==> config.mk <==
export PLATFORM = sky130hd
export DESIGN_NAME = chess_input_ctrl
export DESIGN_NICKNAME = d
export VERILOG_FILES = /design/src/rtl/chess_io_pkg.sv /design/src/rtl/key_debounce_ch.sv /design/src/rtl/chess_input_ctrl.sv
export SDC_FILE = /design/constraint.sdc
export NUM_CORES = 1
export LEC_CHECK = 0
export CORE_UTILIZATION = 55
export DETAILED_ROUTE_END_ITERATION = 12
export PLACE_DENSITY = 0.86
export SYNTH_ARGS = -nofsm -noshare
export SYNTH_HDL_FRONTEND = slang
export SYNTH_HIERARCHICAL = 1
export SYNTH_SLANG_ARGS = --single-unit
==> constraint.sdc <==
create_clock -name CLOCK_50 -period 4.9 [get_ports CLOCK_50]
set_clock_uncertainty 0.2 [all_clocks]
set_input_delay 0.98 -clock CLOCK_50 [delete_from_list [all_inputs] [get_ports CLOCK_50]]
set_output_delay 0.98 -clock CLOCK_50 [all_outputs]
set_load 0.03 [all_outputs]
==> src/rtl/chess_io_pkg.sv <==
// Shared types and default timing for the DE2 board-input conditioner.
//   dbnc_state_t : per-key debounce channel state
//   CLK_HZ, DEBOUNCE_MS : board clock and debounce window used to derive the
//                         default DEBOUNCE_CYCLES
//   key_level_of() : debounced level implied by a channel state
package chess_io_pkg;

    typedef enum logic [1:0] {
        IDLE     = 2'd0,
        PRESS_WT = 2'd1,
        HELD     = 2'd2,
        REL_WT   = 2'd3
    } dbnc_state_t;

    localparam int CLK_HZ                  = 50_000_000;
    localparam int DEBOUNCE_MS             = 10;
    localparam int DEFAULT_DEBOUNCE_CYCLES = (CLK_HZ / 1000) * DEBOUNCE_MS;
    localparam int DEFAULT_REPEAT_DELAY    = 25_000_000;
    localparam int DEFAULT_REPEAT_PERIOD   = 5_000_000;

    // A key counts as held from acceptance until its release is accepted, so a
    // release bounce (REL_WT) keeps the level high.
    function automatic logic key_level_of(input dbnc_state_t st);
        return (st == HELD) || (st == REL_WT);
    endfunction

endpackage

==> src/rtl/key_debounce_ch.sv <==
// One pushbutton channel: 2-flop synchroniser, debounce FSM and timers.
// Optional auto-repeat while held is built when AUTO_REPEAT_EN is defined.
// Ports:
//   clk_sys     in   system clock
//   rst_b       in   asynchronous active-low reset
//   key_n       in   raw pushbutton, 0 = pressed, asynchronous
//   key_level   out  debounced pressed level
//   key_press   out  one-cycle pulse on accepted press / auto-repeat
//   key_release out  one-cycle pulse on accepted release
//
// state    | meaning
// ---------+---------------------------------------------------------
// IDLE     | key released and stable
// PRESS_WT | key seen pressed, counting stable cycles before accepting
// HELD     | press accepted, key_level = 1 (auto-repeat timer runs here)
// REL_WT   | key seen released, counting stable cycles before accepting
module key_debounce_ch
    import chess_io_pkg::*;
#(
    parameter int DEBOUNCE_CYCLES = DEFAULT_DEBOUNCE_CYCLES,
    parameter int REPEAT_DELAY    = DEFAULT_REPEAT_DELAY,
    parameter int REPEAT_PERIOD   = DEFAULT_REPEAT_PERIOD
) (
    input  logic clk_sys,
    input  logic rst_b,
    input  logic key_n,
    output logic key_level,
    output logic key_press,
    output logic key_release
);

    localparam int              CNT_W    = $clog2(DEBOUNCE_CYCLES);
    localparam logic [CNT_W-1:0] CNT_LAST = CNT_W'(DEBOUNCE_CYCLES - 1);

    dbnc_state_t      state_q, state_d;
    logic [CNT_W-1:0] cnt_q, cnt_d;
    logic             sync1_q, sync1_d;
    logic             sync2_q, sync2_d;
    logic             press_q, press_d;
    logic             release_q, release_d;
    logic             act;

`ifdef AUTO_REPEAT_EN
    localparam int               RCNT_W      = $clog2(REPEAT_DELAY);
    localparam logic [RCNT_W-1:0] RCNT_LAST   = RCNT_W'(REPEAT_DELAY - 1);
    // Reloading to DELAY-PERIOD makes the next terminal count PERIOD cycles away.
    localparam logic [RCNT_W-1:0] RCNT_RELOAD = RCNT_W'(REPEAT_DELAY - REPEAT_PERIOD);

    logic [RCNT_W-1:0] rcnt_q, rcnt_d;
`else
    logic unused_repeat_cfg;
    assign unused_repeat_cfg = (REPEAT_DELAY > REPEAT_PERIOD);
`endif

    assign act = ~sync2_q;

    always_comb begin
        sync1_d   = key_n;
        sync2_d   = sync1_q;
        state_d   = state_q;
        cnt_d     = cnt_q;
        press_d   = 1'b0;
        release_d = 1'b0;
`ifdef AUTO_REPEAT_EN
        rcnt_d    = rcnt_q;
`endif
        case (state_q)
            IDLE: begin
                if (act) begin
                    state_d = PRESS_WT;
                    cnt_d   = '0;
                end
            end
            PRESS_WT: begin
                if (!act) begin
                    state_d = IDLE;
                    cnt_d   = '0;
                end else if (cnt_q == CNT_LAST) begin
                    state_d = HELD;
                    cnt_d   = '0;
                    press_d = 1'b1;
`ifdef AUTO_REPEAT_EN
                    rcnt_d  = '0;
`endif
                end else begin
                    cnt_d = cnt_q + CNT_W'(1);
                end
            end
            HELD: begin
                if (!act) begin
                    state_d = REL_WT;
                    cnt_d   = '0;
                end
`ifdef AUTO_REPEAT_EN
                else if (rcnt_q == RCNT_LAST) begin
                    press_d = 1'b1;
                    rcnt_d  = RCNT_RELOAD;
                end else begin
                    rcnt_d = rcnt_q + RCNT_W'(1);
                end
`endif
            end
            REL_WT: begin
                // rcnt is left frozen here; only a return to HELD clears it.
                if (act) begin
                    state_d = HELD;
                    cnt_d   = '0;
`ifdef AUTO_REPEAT_EN
                    rcnt_d  = '0;
`endif
                end else if (cnt_q == CNT_LAST) begin
                    state_d   = IDLE;
                    cnt_d     = '0;
                    release_d = 1'b1;
                end else begin
                    cnt_d = cnt_q + CNT_W'(1);
                end
            end
            default: begin
                state_d = IDLE;
                cnt_d   = '0;
            end
        endcase
    end

    always_ff @(posedge clk_sys or negedge rst_b) begin
        if (!rst_b) begin
            state_q   <= IDLE;
            cnt_q     <= '0;
            sync1_q   <= 1'b1;
            sync2_q   <= 1'b1;
            press_q   <= 1'b0;
            release_q <= 1'b0;
`ifdef AUTO_REPEAT_EN
            rcnt_q    <= '0;
`endif
        end else begin
            state_q   <= state_d;
            cnt_q     <= cnt_d;
            sync1_q   <= sync1_d;
            sync2_q   <= sync2_d;
            press_q   <= press_d;
            release_q <= release_d;
`ifdef AUTO_REPEAT_EN
            rcnt_q    <= rcnt_d;
`endif
        end
    end

    assign key_level   = key_level_of(state_q);
    assign key_press   = press_q;
    assign key_release = release_q;

endmodule

==> src/rtl/chess_input_ctrl.sv <==
// Board-input conditioner between the DE2 pins and the chess core: one
// debounce channel per pushbutton plus a 2-flop synchroniser per switch.
// Define AUTO_REPEAT_EN to enable auto-repeat press pulses while a key is held.
// Ports:
//   CLOCK_50    in   system clock, sole clock domain
//   reset_n     in   asynchronous active-low reset
//   key_n       in   raw pushbuttons, 0 = pressed
//   sw_raw      in   raw slide switches
//   key_level   out  debounced pressed level per key
//   key_press   out  one-cycle press (and repeat) pulse per key
//   key_release out  one-cycle release pulse per key
//   sw_sync     out  synchronised switch levels
module chess_input_ctrl
    import chess_io_pkg::*;
#(
    parameter int NUM_KEYS        = 3,
    parameter int NUM_SW          = 18,
    parameter int DEBOUNCE_CYCLES = DEFAULT_DEBOUNCE_CYCLES,
    parameter int REPEAT_DELAY    = DEFAULT_REPEAT_DELAY,
    parameter int REPEAT_PERIOD   = DEFAULT_REPEAT_PERIOD
) (
    input  logic                CLOCK_50,
    input  logic                reset_n,
    input  logic [NUM_KEYS-1:0] key_n,
    input  logic [NUM_SW-1:0]   sw_raw,
    output logic [NUM_KEYS-1:0] key_level,
    output logic [NUM_KEYS-1:0] key_press,
    output logic [NUM_KEYS-1:0] key_release,
    output logic [NUM_SW-1:0]   sw_sync
);

    logic [NUM_SW-1:0] sw_meta_q, sw_meta_d;
    logic [NUM_SW-1:0] sw_sync_q, sw_sync_d;

    for (genvar i = 0; i < NUM_KEYS; i++) begin : g_key
        key_debounce_ch #(
            .DEBOUNCE_CYCLES (DEBOUNCE_CYCLES),
            .REPEAT_DELAY    (REPEAT_DELAY),
            .REPEAT_PERIOD   (REPEAT_PERIOD)
        ) u_ch (
            .clk_sys     (CLOCK_50),
            .rst_b       (reset_n),
            .key_n       (key_n[i]),
            .key_level   (key_level[i]),
            .key_press   (key_press[i]),
            .key_release (key_release[i])
        );
    end

    always_comb begin
        sw_meta_d = sw_raw;
        sw_sync_d = sw_meta_q;
    end

    always_ff @(posedge CLOCK_50 or negedge reset_n) begin
        if (!reset_n) begin
            sw_meta_q <= '0;
            sw_sync_q <= '0;
        end else begin
            sw_meta_q <= sw_meta_d;
            sw_sync_q <= sw_sync_d;
        end
    end

    assign sw_sync = sw_sync_q;

endmodule

After elaboration in Yosys (flattened, before gate mapping)
Cells that the tools add are included.

storage, ports and cells
  register bits after elaboration = 111
  bits of input ports = 23
  output and inout port bits = 27
  word-level logic and storage cells = 113

cells by class
  add/subtract/negate cells = 3
  equality and inequality tests = 24
  muxes and demuxes = 54
  reductions and logical operators = 12

operator list
  kind                   number
  $mux 19                15
  $pmux 19 s4            3
  $add 19x1->19 const B  3
  $eq 19x19->1 const B   3
  $mux 2                 18
  $pmux 2 s4             3
  $mux 1                 15
  $eq 2x2->1 const B     6
  $reduce_and 4->1       3
  $ne 3x1->1 const B     3
  $ne 3x3->1 const B     3
  $eq 2x1->1 const B     3
  $logic_not 2->1        3
  $ne 2x1->1 const B     3
  $ne 2x2->1 const B     3
  $reduce_and 2->1       3
  $logic_or 1x1->1       3

Longest topological paths before layout
  depth in word-level cells = 4
  mapped depth = 7
  mapped depth without buffers = 6

By module
The synthesis kept the hierarchy.

modules (own cells, without submodules)
  module                           times used  cells an instance  area an instance (um^2)  sequential area each (um^2)
  key_debounce_ch (g_key[1].u_ch)  1           154                1,396.3                  628.1
  key_debounce_ch (g_key[0].u_ch)  1           154                1,388.8                  628.1
  key_debounce_ch (g_key[2].u_ch)  1           133                1,300.0                  628.1
  chess_input_ctrl                 1           36                 900.9                    900.9

Worst setup path after synthesis
OpenSTA, ideal clock, no wires.

  path type = flip-flop to flip-flop
  start point = register g_key[1].u_ch.cnt_q[9]
  end point = register (tool-made name)
  library setup time = 0.126 ns
  arrival time = 1.927 ns
  path slack = 2.647 ns
  stages on the path, launching flop included = 6
  buffers on the path = 1
  clock period less this slack = 2.253 ns
  path through = dfrtp_1 -> or4b_1 -> or3_1 -> buf_6 -> o211a_1 -> a311o_1

RTL lines
  element                 RTL line                text
  start, declared         key_debounce_ch.sv:36   logic [CNT_W-1:0] cnt_q, cnt_d;
  start signal, assigned  key_debounce_ch.sv:139  cnt_q <= cnt_d;

==> results by group <==
Routing
  – Pre-antenna DRT Iters: 5
  – First-iteration detailed-routing DRC count: between 200 and 300
  – Vias post-DR: ~3900
  – DR WL/cell: roughly 16 um
  – Drc violations: 0
  – Routed WL: just over 10000 um
  – Antenna-violating nets left: 0
  – Via density: approximately 6.2

Timing
  – Final Hold Fails: 0
  – Final Cycle Share: 55.9%
  – Worst slew pin tran: between 1000 and 1500 ps
  – Final setup fails: 0
  – Min Tclk post-route: between 2000 and 3000 ps
  – RSZ-0062 raised after global routing: false
  – Slew headroom: a little under 20%
  – Slew Limit Fails: 0
  – Hold slack: 163 ps
  – Setup TNS Final: 0 ps
  – FMAX: 365 MHz

Pwr
  – PD cells: 395 mW/mm^2
  – Int Pwr: approximately 1.4 mW
  – Peak VDD IR: between 0.2 and 0.25 mV
  – Pleak: about 2.3 nW
  – Sequential share of power: 47.7%
  – Comb power frac: 25.7%
  – Switching Share: between 30% and 40%
  – Clock power frac: roughly a quarter
  – Psw: approximately 0.87 mW
  – Tot Pwr: between 2 and 2.5 mW

Global route
  – Global route overflow: 0
  – GR Util All Layers: between 20% and 30%
  – Vias in the first global route: around 3700
  – Initial antenna violation count: 0
  – First-pass GRT wire length: about 18000 um
  – Largest net degree at the start of global routing: 55

Synth
  – Post-Syn Area: 0.00499 mm^2
  – Commonest cells post-synth: 105 x dfrtp_1, 54 x nand2_1, 42 x nand3_1
  – Leading area contributor after synthesis: dfrtp_1
  – Register area share after synthesis: around 56%
  – Top-area cell type share of the netlist area: 52.7%
  – Count leader, synth: dfrtp_1
  – Synth unique cells: 60
  – Synthesized Nets: about 500
  – Post-synth EDFFs: 0
  – Synth Flop Type: dfrtp_1
  – Warnings, synthesis: 6
  – Top post-synthesis cells by area: dfrtp_1 53%, nand3_1 4.2%, nand2_1 4.1%
  – Ys async rst share: 100%
  – Post-Syn Instances: between 400 and 500
  – Flops & latches, synth: ~110
  – Synth Area per Inst: about 10 um^2

Placement
  – Area after DPL: 0.00552 mm^2
  – RePlAce Congestion: 0.909
  – HPWL Detailed: slightly above 7000 um
  – Number of port buffers: between 40 and 50

Setup path
  – Worst path cell trace: clkdlybuf4s50_1
  – Cell family with most CP delay: buffers and inverters
  – CP peak stage delay: approximately 700 ps
  – CP Launch Type: flop
  – Critical path buffers and inverters: 1
  – WP data required: ~3700 ps
  – Crit Path Category: flop to primary output
  – Highest-delay cell along the critical path: clkdlybuf4s50_1
  – Critical path fanouts, max: 5
  – Crit end category: primary output
  – Arrival time of the worst setup path: about 1600 ps

Cells and area
  – Layout fillers: 679
  – Number of nets in the layout: roughly 540
  – Seq. cell area: ~0.0028 mm^2
  – Multi-input logic area: ~0.002 mm^2
  – Antenna cells: 0
  – Layout cells sized above 1: roughly 7.5%
  – Synth-to-layout area growth: 15.3%
  – Post-route cell area: between 0.005 and 0.006 mm^2

Flow run
  – Max-Cap Viols: 0

Clock tree
  – Root Buffer: clkbuf_8
  – Htree depth: 3
  – Max clock buf depth: 2
  – Post-CTS Setup Bufs: 0
  – Num CTS Buffers: 9
  – CTS Sinks: 111
  – Post_cts resized: 0
  – Clk Latency, worst-skew pair: 390 ps
  – Hold-fix buffers, CTS: 0
  – CTS tree: yes
  – Clock slew at reported path FFs: about 120 ps

Die
  – IO Count: 50
  – Die ar.: between 0.009 and 0.01 mm^2
  – Rows: 34
  – Core box area: approximately 0.0088 mm^2
  – Die X: between 90 and 100 um
  – Die Y: between 90 and 100 um
  – Initial core utilization: between 50 and 60%

Status
  – Run status: finished clean

Worst hold path
  – Hold crit path type: flop to flop
## power by group through the flow
| stage | clock (mW) | combinational (mW) | sequential (mW) |
|---|---|---|---|
| 3_3_place_gp | 0 | 0.550 | 1.09 |
| 6_report | 0.603 | 0.585 | 1.08 |
| 5_1_grt | 0.657 | 0.640 | 1.10 |
| 3_5_place_dp | 0 | 0.581 | 1.10 |
| 2_1_floorplan | 0 | 0.442 | 1.07 |
| 4_1_cts | 0.617 | 0.583 | 1.08 |
## cell families after synthesis
group	Yosys count	synth area share, %
simple gates	208	22.9
flops	111	55.9
compound gates	106	14.7
buf+inv	36	3.21
mux	9	1.81
xor+xnor	4	0.703
fa+ha+maj	3	0.753
## through the flow
stage                     setup WS, ps  util (%)  instances
after global routing              2100      65.6        631
after global placement            2520      63.0        615
after floorplan                   2650         -        477
final                             2160      65.6        631
after detailed placement          2370      63.0        615
after CTS                         2150      65.6        631
## state kept, by name, indices dropped and copies added (netlist names), named ones only
name and flops:
sw_meta_q 18, g_key.u_ch/sync1_q 3, g_key.u_ch/sync2_q 3, g_key.u_ch/key_release 3
sw_sync 18, g_key.u_ch/key_press 3, g_key.u_ch/cnt_q 57, g_key.u_ch/state_q 3
## area by class of cell
cell class / count / share of cell area (%)
clock buffers: 9 / 2.15
clock inverters: 7 / 1.78
inverters: 14 / 0.914
multi-input cells: 330 / 35.5
flip-flops and latches: 111 / 48.4
well taps: 108 / 2.35
repair buffers: 52 / 8.88
## layout by cell type, fill, tap and decap left out, types with 3 or more instances in the layout
master           count
a21o_1               8
a21oi_1             19
a311o_1              3
a31oi_1             11
and2_1               3
and3_1               5
buf_4                4
clkbuf_8             9
clkdlybuf4s50_1     48
dfrtp_1            105
dfstp_2              6
ha_1                 3
inv_1               14
inv_12               3
inv_8                3
mux2i_1              9
nand2_1             54
nand2b_1             4
nand3_1             42
nand3b_1             7
nand4_1             10
nor2_1              16
nor3_1              16
nor4_1               6
o2111ai_1            7
o211ai_1            10
o21ai_0             18
o21ai_1              3
o2bb2ai_1            3
or2_2                3
or3_1               13
or4_1               12
or4b_1               3
xnor2_1              3
## per-layer routing
metal  global-route usage, %  wire length, um
met1                    32.0             4450
met2                    36.9             5140
met3                    4.24              630
met4                    8.03              175
met5                       0                0
## worst paths after layout
check                                  startpoint                             endpoint  slack, ps  cells after the start
max in group asynchronous                 reset_n   g_key[1].u_ch/cnt_q[7]$_DFFE_PN0P_       3230                      2
min reg2reg                sw_meta_q[0]$_DFF_PN0_                 sw_sync[0]$_DFF_PN0_        160                      0
min                        sw_meta_q[0]$_DFF_PN0_                 sw_sync[0]$_DFF_PN0_        160                      0
max                                          flop                         key_level[2]       2160                      1
max reg2reg                                  flop                                 flop       2300                      4
min in group asynchronous                 reset_n  g_key[1].u_ch/cnt_q[11]$_DFFE_PN0P_        290                      1
Note: power is estimated with default switching activity, not from simulation.
